## config.mk

```make
export PLATFORM = sky130hd
export DESIGN_NAME = cla_pipe_adder
export DESIGN_NICKNAME = d
export VERILOG_FILES = /design/src/rtl/cla_pkg.sv /design/src/rtl/cla_group.sv /design/src/rtl/cla_pipe_adder.sv
export SDC_FILE = /design/constraint.sdc
export NUM_CORES = 1
export LEC_CHECK = 0
export ABC_AREA = 1
export BUFFER_PORTS_ARGS = -buffer_cell sky130_fd_sc_hd__clkbuf_2
export CAP_MARGIN = 20
export CORE_MARGIN = 5
export CORE_UTILIZATION = 40
export CTS_CLUSTER_DIAMETER = 120
export DETAILED_ROUTE_END_ITERATION = 6
export HOLD_SLACK_MARGIN = 0.1
export PLACE_DENSITY = 0.63
export SKIP_LAST_GASP = 1
export SYNTH_ARGS = -nofsm -noshare
export SYNTH_HDL_FRONTEND = slang
export SYNTH_SLANG_ARGS = --single-unit
export TNS_END_PERCENT = 50
```

## constraint.sdc

```tcl
create_clock -name Clk -period 6.5 [get_ports Clk]
set_clock_uncertainty 0.2 [all_clocks]
set_input_delay 0.325 -clock Clk [delete_from_list [all_inputs] [get_ports Clk]]
set_output_delay 0.325 -clock Clk [all_outputs]
set_load 0.05 [all_outputs]
```

## src/rtl/cla_pkg.sv

```systemverilog
// ---------------------------------------------------------------------------
// cla_pkg -- shared definitions for the pipelined carry-lookahead adder.
//   WIDTH_DEF / GROUP_DEF : default operand width and lookahead group width
//   op_e                  : operation selector (add / subtract)
//   stage_ctrl_t          : control half of the stage-1 pipeline register
// ---------------------------------------------------------------------------
package cla_pkg;

  localparam int WIDTH_DEF = 16;
  localparam int GROUP_DEF = 4;

  typedef enum logic {
    OP_ADD = 1'b0,
    OP_SUB = 1'b1
  } op_e;

  // Everything stage 1 hands to stage 2 besides the data halves.
  typedef struct packed {
    logic valid;  // stage holds a live operation
    op_e  op;     // operation, needed to re-invert the high B half
    logic carry;  // carry out of the low half
  } stage_ctrl_t;

endpackage

```

## src/rtl/cla_group.sv

```systemverilog
// ---------------------------------------------------------------------------
// cla_group -- GROUP-bit combinational adder slice for a two-level CLA.
//   a, b : GROUP-bit operands
//   cin  : carry into the group
//   s    : GROUP-bit sum
//   p, g : group propagate / generate (independent of cin)
// ---------------------------------------------------------------------------
module cla_group
  import cla_pkg::*;
#(
  parameter int GROUP = GROUP_DEF
) (
  input  logic [GROUP-1:0] a,
  input  logic [GROUP-1:0] b,
  input  logic             cin,
  output logic [GROUP-1:0] s,
  output logic             p,
  output logic             g
);

  logic [GROUP-1:0] gen;
  logic [GROUP-1:0] prop;
  logic [GROUP:0]   c;

  assign gen  = a & b;
  assign prop = a ^ b;

  // Sum path: the only part that depends on cin.
  always_comb begin
    c    = '0;
    c[0] = cin;
    for (int i = 0; i < GROUP; i++) begin
      c[i+1] = gen[i] | (prop[i] & c[i]);
    end
    s = prop ^ c[GROUP-1:0];
  end

  // Group P/G kept in a separate block so the second-level carry unit,
  // which feeds cin back in, sees no false combinational loop.
  always_comb begin
    p = &prop;
    g = 1'b0;
    for (int i = 0; i < GROUP; i++) begin
      g = gen[i] | (prop[i] & g);
    end
  end

endmodule

```

## src/rtl/cla_pipe_adder.sv

```systemverilog
// ---------------------------------------------------------------------------
// cla_pipe_adder -- two-stage pipelined carry-lookahead adder/subtractor
// with valid/ready handshaking on both sides.
//   Clk, Reset          : clock, asynchronous active-high reset
//   in_valid / in_ready : input handshake; transfer when both are 1
//   A, B, cin, sub      : operands; sub=1 computes A + ~B + 1 (cin ignored)
//   out_valid/out_ready : output handshake; result held until taken
//   S, cout             : sum and carry out (for subtract, cout=1 = no borrow)
//   ovf, N, Z, P        : status flags; built only when ADDER_FLAGS_EN is
//                         defined, otherwise tied to 0
// Stage 1 adds the low half, stage 2 adds the high half with the registered
// low-half carry. Each half is GROUP-bit groups plus a group carry unit.
// ---------------------------------------------------------------------------
module cla_pipe_adder
  import cla_pkg::*;
#(
  parameter int WIDTH = WIDTH_DEF,
  parameter int GROUP = GROUP_DEF
) (
  input  logic             Clk,
  input  logic             Reset,
  input  logic             in_valid,
  output logic             in_ready,
  input  logic [WIDTH-1:0] A,
  input  logic [WIDTH-1:0] B,
  input  logic             cin,
  input  logic             sub,
  output logic             out_valid,
  input  logic             out_ready,
  output logic [WIDTH-1:0] S,
  output logic             cout,
  output logic             ovf,
  output logic             N,
  output logic             Z,
  output logic             P
);

  localparam int HALF = WIDTH / 2;
  localparam int NG   = HALF / GROUP;

  // Pipeline state
  stage_ctrl_t      s1_ctrl_q, s1_ctrl_d;
  logic [HALF-1:0]  s1_lo_q, s1_lo_d;
  logic [HALF-1:0]  s1_a_hi_q, s1_a_hi_d;
  logic [HALF-1:0]  s1_b_hi_q, s1_b_hi_d;
  logic             s2_valid_q, s2_valid_d;
  logic [WIDTH-1:0] s_q, s_d;
  logic             cout_q, cout_d;

  // Datapath
  logic             c0;
  logic [HALF-1:0]  b_lo_eff, b_hi_eff;
  logic [HALF-1:0]  lo_sum, hi_sum;
  logic [NG-1:0]    lo_p, lo_g, hi_p, hi_g;
  logic [NG:0]      lo_c, hi_c;
  logic             s1_adv, push, load_s2;

  // Subtract is A + ~B + 1: invert B and force the carry-in.
  assign c0       = sub ? 1'b1 : cin;
  assign b_lo_eff = sub ? ~B[HALF-1:0] : B[HALF-1:0];
  assign b_hi_eff = (s1_ctrl_q.op == OP_SUB) ? ~s1_b_hi_q : s1_b_hi_q;

  // Second-level carry units, one per half.
  always_comb begin
    lo_c    = '0;
    lo_c[0] = c0;
    for (int k = 0; k < NG; k++) begin
      lo_c[k+1] = lo_g[k] | (lo_p[k] & lo_c[k]);
    end
  end

  always_comb begin
    hi_c    = '0;
    hi_c[0] = s1_ctrl_q.carry;
    for (int k = 0; k < NG; k++) begin
      hi_c[k+1] = hi_g[k] | (hi_p[k] & hi_c[k]);
    end
  end

  for (genvar gi = 0; gi < NG; gi++) begin : g_grp
    cla_group #(.GROUP(GROUP)) u_lo (
      .a   (A[gi*GROUP +: GROUP]),
      .b   (b_lo_eff[gi*GROUP +: GROUP]),
      .cin (lo_c[gi]),
      .s   (lo_sum[gi*GROUP +: GROUP]),
      .p   (lo_p[gi]),
      .g   (lo_g[gi])
    );
    cla_group #(.GROUP(GROUP)) u_hi (
      .a   (s1_a_hi_q[gi*GROUP +: GROUP]),
      .b   (b_hi_eff[gi*GROUP +: GROUP]),
      .cin (hi_c[gi]),
      .s   (hi_sum[gi*GROUP +: GROUP]),
      .p   (hi_p[gi]),
      .g   (hi_g[gi])
    );
  end

  // Handshake and next-state
  always_comb begin
    s1_adv   = !s2_valid_q || out_ready;
    in_ready = !s1_ctrl_q.valid || s1_adv;
    push     = in_valid && in_ready;
    load_s2  = s1_adv && s1_ctrl_q.valid;

    s1_ctrl_d  = s1_ctrl_q;
    s1_lo_d    = s1_lo_q;
    s1_a_hi_d  = s1_a_hi_q;
    s1_b_hi_d  = s1_b_hi_q;
    s2_valid_d = s2_valid_q;
    s_d        = s_q;
    cout_d     = cout_q;

    if (push) begin
      s1_ctrl_d.valid = 1'b1;
      s1_ctrl_d.op    = sub ? OP_SUB : OP_ADD;
      s1_ctrl_d.carry = lo_c[NG];
      s1_lo_d         = lo_sum;
      s1_a_hi_d       = A[WIDTH-1:HALF];
      s1_b_hi_d       = B[WIDTH-1:HALF];
    end else if (s1_adv) begin
      s1_ctrl_d.valid = 1'b0;
    end

    if (s1_adv) begin
      s2_valid_d = s1_ctrl_q.valid;
    end
    // Result registers only change when a live operation arrives, so they
    // hold their last value while the pipeline is empty.
    if (load_s2) begin
      s_d    = {hi_sum, s1_lo_q};
      cout_d = hi_c[NG];
    end
  end

  always_ff @(posedge Clk or posedge Reset) begin
    if (Reset) begin
      s1_ctrl_q  <= '0;
      s1_lo_q    <= '0;
      s1_a_hi_q  <= '0;
      s1_b_hi_q  <= '0;
      s2_valid_q <= 1'b0;
      s_q        <= '0;
      cout_q     <= 1'b0;
    end else begin
      s1_ctrl_q  <= s1_ctrl_d;
      s1_lo_q    <= s1_lo_d;
      s1_a_hi_q  <= s1_a_hi_d;
      s1_b_hi_q  <= s1_b_hi_d;
      s2_valid_q <= s2_valid_d;
      s_q        <= s_d;
      cout_q     <= cout_d;
    end
  end

  assign out_valid = s2_valid_q;
  assign S         = s_q;
  assign cout      = cout_q;

`ifdef ADDER_FLAGS_EN
  logic ovf_q, ovf_d, n_q, n_d, z_q, z_d, p_q, p_d;

  // Signed overflow: operands agree in sign but the sum does not.
  always_comb begin
    ovf_d = ovf_q;
    n_d   = n_q;
    z_d   = z_q;
    p_d   = p_q;
    if (load_s2) begin
      ovf_d = (s1_a_hi_q[HALF-1] == b_hi_eff[HALF-1]) &&
              (hi_sum[HALF-1] != s1_a_hi_q[HALF-1]);
      n_d   = hi_sum[HALF-1];
      z_d   = ({hi_sum, s1_lo_q} == '0);
      p_d   = !n_d && !z_d;
    end
  end

  always_ff @(posedge Clk or posedge Reset) begin
    if (Reset) begin
      ovf_q <= 1'b0;
      n_q   <= 1'b0;
      z_q   <= 1'b0;
      p_q   <= 1'b0;
    end else begin
      ovf_q <= ovf_d;
      n_q   <= n_d;
      z_q   <= z_d;
      p_q   <= p_d;
    end
  end

  assign ovf = ovf_q;
  assign N   = n_q;
  assign Z   = z_q;
  assign P   = p_q;
`else
  assign ovf = 1'b0;
  assign N   = 1'b0;
  assign Z   = 1'b0;
  assign P   = 1'b0;
`endif

endmodule

```

==> metrics.csv, run 1 <==
metric,value,unit
status,"finished, final reports clean",
Cell Int Power,0.583,mW
RSZ-0062 raised after global routing,false,
Clk pwr share,0.164,
Syn Area/Cell,8.98,sq um
CP Buf/Inv Count,2,
CTS root buffer,clkbuf_8,
utilization after layout,0.499,
vias in the first global route,2168,
Starting DRT DRC Count,43,
Reg power frac,0.378,
Vias/cell,4.51,
Clock Path Buffers,2,
number of antenna diodes,0,
Setup crit start kind,flip-flop,
area grow syn2layout,21.0,%
Switching Fraction,0.457,
highest cell delay on the worst timing path,0.53,ns
Worst R2R Path Depth,13,
Die W,91.1,microns
DR pass1 iterations,4,
die area,8300,sq um
worst hold path type,primary input to flip-flop,
GRT Residual Overflow,0,
sequential-to-total area share from yosys stat,0.428,
first-pass GRT wire length,9390,microns
Final ANT Viol Nets,0,
largest net degree at the start of global routing,46,
top cell type by total area after synthesis,dfrtp_1,
Initial Util,0.412,
Crit. End Element,flip-flop,
io pins,61,
CTS sink count,45,
final period demand of the worst path,3.47,ns
top cell family by delay on the critical path,adder cells,
clk_lat worst skew,0.30,ns
Levels on crit path,13,
hold violation count in the final report,0,
Synth warnings,0,
DRC Markers,0,
Tot GR Track Use,0.136,
"setup slack, reg-to-reg",3.03,ns
critical path class,flip-flop to flip-flop,
crit path DAT,3.50,ns
initial antenna violation count,0,
crit-path cells,"xnor2_1, inv_1, ha_1, nand2_1, nor2_1, nand2_1, nand2_1, inv_1, fa_1, fa_1, fa_1, xor2_1, o21ai_1",
cts bufs inserted,5,
cell count of the worst hold path,4,
max-cap viol count,0,
Post-Syn Area,2630,sq um
P_leak,1.74,nW
Core Box Area,6390,sq um
CTS resizes,0,
drt wl/cell,11.7,microns
final max-slew violation count,0,
Finish-stage setup viols,0,
top post-synthesis cells by area,"dfrtp_1 (43%), nand2_1 (15%), fa_1 (9.1%), ha_1 (7.6%), inv_1 (4.8%)",
share of cells above drive strength 1,0.217,
synthesis-stage register bit count,45,
Comb power frac,0.458,
Synth top area share,0.428,
# H-tree levels,2,
CTS tree,done,
site row count,29,
Synth cell types,23,
worst-margin pin slew,0.923,ns
Syn Inst Count,293,
worst-path maximum fanout,9,
Final Cycle Share,0.533,
Fmax,0.288,GHz
chip height,91.1,microns
PortBufs,56,
TNS Setup,0,ns
via count,1987,
RePlAce Congestion,0.798,
NetSw,0.491,mW
Rel. slew slack,0.384,
maximum vdd drop,253,uV
final wirelength,5180,microns
Crit-path slowest cell,dfrtp_1,
DP HPWL,4040,microns
Setup Buffers After CTS,0,
Final #Nets,429,
P per Cell Area,337,nW/um^2
"CTS clk-pin slew, worst paths",0.09,ns
WP data required,6.53,ns
## worst reg2reg max path, cell delays in order (launching register included)
cell	delay, ns
dfrtp_1	0.53
xnor2_1	0.35
inv_1	0.08
ha_1	0.29
nand2_1	0.05
nor2_1	0.09
nand2_1	0.05
nand2_1	0.07
inv_1	0.06
fa_1	0.45
fa_1	0.47
fa_1	0.44
xor2_1	0.15
o21ai_1	0.12
## registers in the layout, indices dropped and copies added, names as in the netlist
signal     flops
s1_b_hi_q      8
out_valid      1
s1_a_hi_q      8
s1_ctrl_q      2
hi_c           1
S             16
cout           1
s1_lo_q        8
## kinds of logic (layout without fill, tap and decap cells)
| family | count (synthesis) | count (layout) | share of synthesized area |
|---|---|---|---|
| AO/OA/AOI/OAI | 31 | 31 | 0.0684 |
| AND/OR/NAND/NOR | 118 | 118 | 0.177 |
| other | 1 | 4 | 0.00142 |
| buffers and inverters | 50 | 118 | 0.0913 |
| adder cells (fa/ha/maj) | 28 | 28 | 0.167 |
| XOR/XNOR | 20 | 20 | 0.0665 |
| flip-flops | 45 | 45 | 0.428 |
## stage by stage
step | area (sq um) | setup WS [ns] | cells | power (mW) | hold slack [ns]
after detailed placement | 2920 | 3.01 | 415 | 0.905 | 0.258
after global routing | 3190 | 2.78 | 441 | 1.16 | 0.235
final | 3190 | 3.03 | 441 | 1.07 | 0.192
after floorplan | 2640 | 3.24 | 296 | 0.790 | 0.234
after global placement | 2920 | 3.15 | 415 | 0.890 | 0.255
after CTS | 3190 | 2.99 | 441 | 1.09 | 0.196
## path summary, 6_finish.rpt
kind                         startpoint      end
min                            in_valid  hi_c[0]
max in group asynchronous         Reset     S[7]
max reg2reg                s1_ctrl_q[1]    S[15]
min reg2reg                        S[2]     S[2]
max                        s1_ctrl_q[1]    S[15]
min in group asynchronous         Reset     S[0]
## timing repair
| action | CTS | global route |
|---|---|---|
| endpoints found under the setup margin | 0 | 0 |
| endpoints found under the hold margin | 62 | 0 |
| hold buffers | 18 | 0 |
## cell type report
| cell class | count | area (sq um) |
|---|---|---|
| clock buffer | 5 | 68.8 |
| clock inverter | 3 | 21.3 |
| fill | 601 | 3200 |
| inverter | 36 | 135 |
| multi-input combinational | 201 | 1280 |
| sequential | 45 | 1130 |
| tap | 77 | 96.3 |
| timing repair buffer | 74 | 460 |
## synthesized netlist by cell type, drive strengths merged
master and count:
xnor2 11, a21oi 9, nand3 2, fa 12, ha 16, xor2 9
conb 1, o21ai 21, a21o 1, buf 14, nand2 107, dfrtp 45
inv 36, nor2 8, nand3b 1
## power groups by stage
stage	Sequential [mW]	Clock, mW	Combinational, mW
after floorplan	0.563	0	0.227
after global placement	0.409	0	0.480
after detailed placement	0.413	0	0.492
after CTS	0.408	0.181	0.501
after global routing	0.418	0.190	0.554
final	0.407	0.176	0.492
## routing by layer
metal	GRT usage	up-vias	routed length, microns	part of all wire
li1	-	1022	-	-
met2	0.231	47	2410	0.47
met1	0.170	912	2420	0.47
met4	0.0465	0	85	0.016
met3	0.0322	6	257	0.050
met5	0	-	0	0
## cells in the final DEF, fill, tap and decap left out, types with 3 or more instances in the layout
cell	instances
a21oi_1	8
o21ai_2	5
o21ai_0	9
inv_1	33
ha_1	16
xnor2_1	11
dfrtp_1	45
nand2_2	5
conb_1	4
fa_1	12
nor2_1	8
inv_2	3
clkbuf_8	5
nand2_1	102
dlygate4sd3_1	18
o21ai_1	7
clkbuf_2	56
xor2_1	9
(Power assumes the default switching activity.)
==> run 2: changes to the inputs <==
==> constraint.sdc (replaced) <==
create_clock -name Clk -period 3.6 [get_ports Clk]
set_clock_uncertainty 0.2 [all_clocks]
set_input_delay 0.18 -clock Clk [delete_from_list [all_inputs] [get_ports Clk]]
set_output_delay 0.18 -clock Clk [all_outputs]
set_load 0.05 [all_outputs]
==> metrics.csv, run 2 (same netlist as run 1, synthesis figures left out) <==
metric,value,unit
status,"finished, final reports clean",
DP HPWL,3940,microns
Crit. End Element,flip-flop,
largest net degree at the start of global routing,46,
"setup slack, reg-to-reg",0.28,ns
vias in the first global route,2077,
crit path DAT,3.34,ns
Starting DRT DRC Count,54,
clk_lat worst skew,0.30,ns
RSZ-0062 raised after global routing,false,
P per Cell Area,605,nW/um^2
Hold Startpoint,A[0],
Final ANT Viol Nets,0,
Fmax,0.301,GHz
Final Instance Area,3200,sq um
RePlAce Congestion,0.804,
worst hold path type,primary input to flip-flop,
Fill cells,614,
cell count of the worst hold path,4,
Die W,91.1,microns
Reg-to-Reg Start,s1_ctrl_q[1],
WP data required,3.62,ns
most frequent cells in the layout,"nand2_1 (102), clkbuf_2 (56), dfrtp_1 (45), inv_1 (33), dlygate4sd3_1 (19)",
DR pass1 iterations,4,
max-cap viol count,0,
site row count,29,
Hold Slack,0.124,ns
DRC Markers,0,
worst-path maximum fanout,5,
P_leak,1.75,nW
final max-slew violation count,0,
Rel. slew slack,0.391,
die area,8300,sq um
chip height,91.1,microns
first-pass GRT wire length,9080,microns
Tot GR Track Use,0.131,
"CTS clk-pin slew, worst paths",0.09,ns
Initial Util,0.412,
CTS sink count,45,
Finish-stage setup viols,0,
CTS resizes,0,
PortBufs,56,
final wirelength,5000,microns
Clock Path Buffers,2,
area grow syn2layout,21.7,%
CTS root buffer,clkbuf_8,
Final Cycle Share,0.922,
dpl cell area,2920,sq um
CTS tree,done,
reg2reg end,S[15],
# H-tree levels,2,
GRT Residual Overflow,0,
initial antenna violation count,0,
maximum vdd drop,392,uV
Largest register FFs,16,
via count,1982,
Vias/cell,4.47,
TNS Setup,0,ns
critical path class,flip-flop to flip-flop,
number of antenna diodes,0,
io pins,61,
drt wl/cell,11.3,microns
cts bufs inserted,5,
final period demand of the worst path,3.32,ns
Core Box Area,6390,sq um
hold worst-path end,s1_lo_q[0],
Pwr Total,1.94,mW
worst-margin pin slew,0.913,ns
Worst R2R Path Depth,13,
Setup crit start kind,flip-flop,
Setup Buffers After CTS,0,
hold violation count in the final report,0,
"commonest non-fill, non-tap cell in the layout",nand2_1,
Final #Nets,431,
share of cells above drive strength 1,0.219,
run 2: changes by cell type in the layout (fill, tap and decap cells not counted):
cell,before,now
buf_4,0,1
dlygate4sd3_1,18,19
run 2: layer usage:
layer / wire [microns] / vias up / track usage
li1: - / 1025 / -
met1: 2410 / 906 / 0.172
met2: 2240 / 45 / 0.215
met3: 258 / 6 / 0.0298
met4: 85 / 0 / 0.0440
met5: 0 / - / 0
run 2: critical path: stages (launching register included):
cell and delay, ns:
dfrtp_1 0.46, xnor2_1 0.29, inv_1 0.08, ha_1 0.28
nand2_1 0.05, nor2_1 0.09, nand2_1 0.06, nand2_1 0.07
inv_1 0.06, fa_1 0.45, fa_1 0.46, fa_1 0.44
xor2_1 0.15, o21ai_1 0.12
run 2: worst max-delay path by stage:
stage	slack [ns]	start	depth (start not counted)	to
after floorplan	0.34	s1_ctrl_q[1]	14	S[15]
after global placement	0.35	s1_ctrl_q[1]	13	S[15]
after detailed placement	0.27	s1_ctrl_q[1]	13	S[15]
after CTS	0.24	s1_ctrl_q[1]	13	S[15]
after global routing	0.01	s1_ctrl_q[1]	13	S[15]
final	0.28	s1_ctrl_q[1]	13	S[15]
run 2: report_power, final:
group	internal [mW]	total [mW]	switching, mW
Sequential	0.645	0.730	0.0848
Clock	0.138	0.314	0.176
Combinational	0.274	0.894	0.620
run 2: what timing repair did:
| item | CTS | global route |
|---|---|---|
| hold endpoints to repair | 64 | 0 |
| hold buffers | 19 | 0 |
| setup endpoints to repair | 0 | 0 |
run 2: layout make-up:
class | count | area (sq um) | share of cell area
multi-input cells | 201 | 1280 | 0.399
flip-flops and latches | 45 | 1130 | 0.352
repair buffers | 76 | 478 | 0.149
inverters | 36 | 135 | 0.0422
well taps | 77 | 96.3 | 0.0301
clock buffers | 5 | 68.8 | 0.0215
clock inverters | 3 | 21.3 | 0.00664
run 2: per-stage QoR:
| step | setup slack, ns | cells | util |
|---|---|---|---|
| detailed placement | 0.271 | 416 | 0.458 |
| global route | 0.0148 | 443 | 0.502 |
| floorplan | 0.341 | 296 | - |
| finish | 0.281 | 443 | 0.502 |
| global placement | 0.348 | 416 | 0.458 |
| CTS | 0.242 | 443 | 0.502 |
==> run 3: changes to the inputs <==
--- a/config.mk
+++ b/config.mk
@@ -13,7 +13,7 @@
 export CTS_CLUSTER_DIAMETER = 120
 export DETAILED_ROUTE_END_ITERATION = 6
 export HOLD_SLACK_MARGIN = 0.1
-export PLACE_DENSITY = 0.63
+export PLACE_DENSITY = 0.59
 export SKIP_LAST_GASP = 1
 export SYNTH_ARGS = -nofsm -noshare
 export SYNTH_HDL_FRONTEND = slang
==> metrics.csv, run 3 (same netlist as run 1, synthesis figures left out) <==
metric,value,unit
status,"finished, final reports clean",
Final #Nets,431,
Clock Path Buffers,2,
"CTS clk-pin slew, worst paths",0.09,ns
final period demand of the worst path,3.40,ns
crit path DAT,3.39,ns
worst-path maximum fanout,9,
first-pass GRT wire length,9150,microns
Starting DRT DRC Count,37,
io pins,61,
DRC Markers,0,
Setup crit start kind,flip-flop,
die area,8300,sq um
RePlAce Congestion,0.797,
DP HPWL,3980,microns
Worst R2R Path Depth,13,
Die W,91.1,microns
dpl cell area,2920,sq um
cts bufs inserted,5,
Final ANT Viol Nets,0,
vias in the first global route,2058,
maximum vdd drop,415,uV
initial antenna violation count,0,
share of cells above drive strength 1,0.227,
P_leak,1.77,nW
Finish-stage setup viols,0,
site row count,29,
TNS Setup,0,ns
Crit-path slowest cell,dfrtp_2,
hold violation count in the final report,0,
Setup Buffers After CTS,0,
number of antenna diodes,0,
GRT Residual Overflow,0,
critical path class,flip-flop to flip-flop,
DR pass1 iterations,3,
final max-slew violation count,0,
max-cap viol count,0,
Reg-to-Reg Start,s1_ctrl_q[1],
# H-tree levels,2,
Crit. Startpoint,s1_ctrl_q[1],
worst hold path type,primary input to flip-flop,
"commonest non-fill, non-tap cell in the layout",nand2_1,
Final Instance Area,3250,sq um
CTS sink count,45,
Vias/cell,4.36,
drt wl/cell,11.8,microns
Crit. End Element,flip-flop,
final wirelength,5210,microns
Largest register FFs,16,
cell count of the worst hold path,4,
Rel. slew slack,0.582,
WP data required,3.59,ns
"setup slack, reg-to-reg",0.20,ns
largest net degree at the start of global routing,46,
Hold Startpoint,A[2],
Fmax,0.294,GHz
clk_lat worst skew,0.30,ns
P per Cell Area,622,nW/um^2
utilization after layout,0.510,
Core Box Area,6390,sq um
reg2reg end,S[15],
most frequent cells in the layout,"nand2_1 (102), clkbuf_2 (56), dfrtp_1 (44), inv_1 (33), dlygate4sd3_1 (19)",
CTS root buffer,clkbuf_8,
PortBufs,56,
highest cell delay on the worst timing path,0.53,ns
via count,1933,
Initial Util,0.412,
chip height,91.1,microns
hold worst-path end,s1_lo_q[2],
CTS tree,done,
crit-path cells,"xnor2_2, inv_1, ha_1, nand2_1, nor2_1, nand2_1, nand2_1, inv_1, fa_1, fa_1, fa_1, xor2_1, o21ai_1",
worst-margin pin slew,0.627,ns
area grow syn2layout,23.6,%
RSZ-0062 raised after global routing,false,
Tot GR Track Use,0.133,
Final Cycle Share,0.945,
==> run 3: changes by cell type in the layout (fill, tap and decap cells not counted), sizes merged <==
cell	before	now
bufinv	0	1
clkinvlp	1	0
==> run 3: critical path, delay by kind of cell, from the launching register on <==
family | cells | cell delay (ns)
buffers and inverters | 2 | 0.13
xor gates and xnor gates | 2 | 0.41
DFF | 1 | 0.53
AOI/OAI and AO/OA | 1 | 0.09
and+or+nand+nor | 4 | 0.28
adders and majority gates | 4 | 1.65
==> run 3: layout make-up <==
class | instances | area (sq um)
inverter | 36 | 135
clock buffer | 5 | 68.8
clock inverter | 3 | 43.8
multi-input combinational | 201 | 1290
timing repair buffer | 76 | 490
fill | 625 | 3130
tap | 77 | 96.3
sequential | 45 | 1130
==> run 3: per-layer routing <==
metal,track usage,vias to the layer above,routed length [microns]
li1,-,1027,-
met1,0.180,859,2560
met2,0.212,40,2380
met3,0.0273,7,195
met4,0.0440,0,75
met5,0,-,0
==> run 3: where the power goes <==
part / switching [mW] / internal, mW
Sequential: 0.0920 / 0.645
Combinational: 0.617 / 0.277
Clock: 0.184 / 0.208
Total: 0.893 / 1.13
==> run 3: repair_timing <==
| item | 4_1_cts | 5_1_grt |
|---|---|---|
| endpoints found under the hold margin | 64 | 0 |
| hold buffers | 19 | 0 |
| gates resized for setup | 0 | 3 |
| endpoints found under the setup margin | 0 | 2 |
==> run 3: stage by stage <==
step / hold slack (ns) / instances / power [mW] / setup slack [ns]
after floorplan: 0.0888 / 296 / 1.43 / 0.341
after global placement: 0.181 / 415 / 1.61 / 0.215
after detailed placement: 0.191 / 415 / 1.63 / 0.125
after CTS: 0.117 / 442 / 2.04 / 0.0529
after global routing: 0.142 / 443 / 2.17 / 0.0207
final: 0.124 / 443 / 2.02 / 0.200
==> run 3: worst max path at each step <==
stage / slack [ns] / cells past startpoint / end
after global routing: 0.02 / 13 / S[15]
after detailed placement: 0.12 / 13 / S[15]
after global placement: 0.22 / 13 / S[15]
after CTS: 0.05 / 13 / S[15]
final: 0.20 / 13 / S[15]
after floorplan: 0.34 / 14 / S[15]
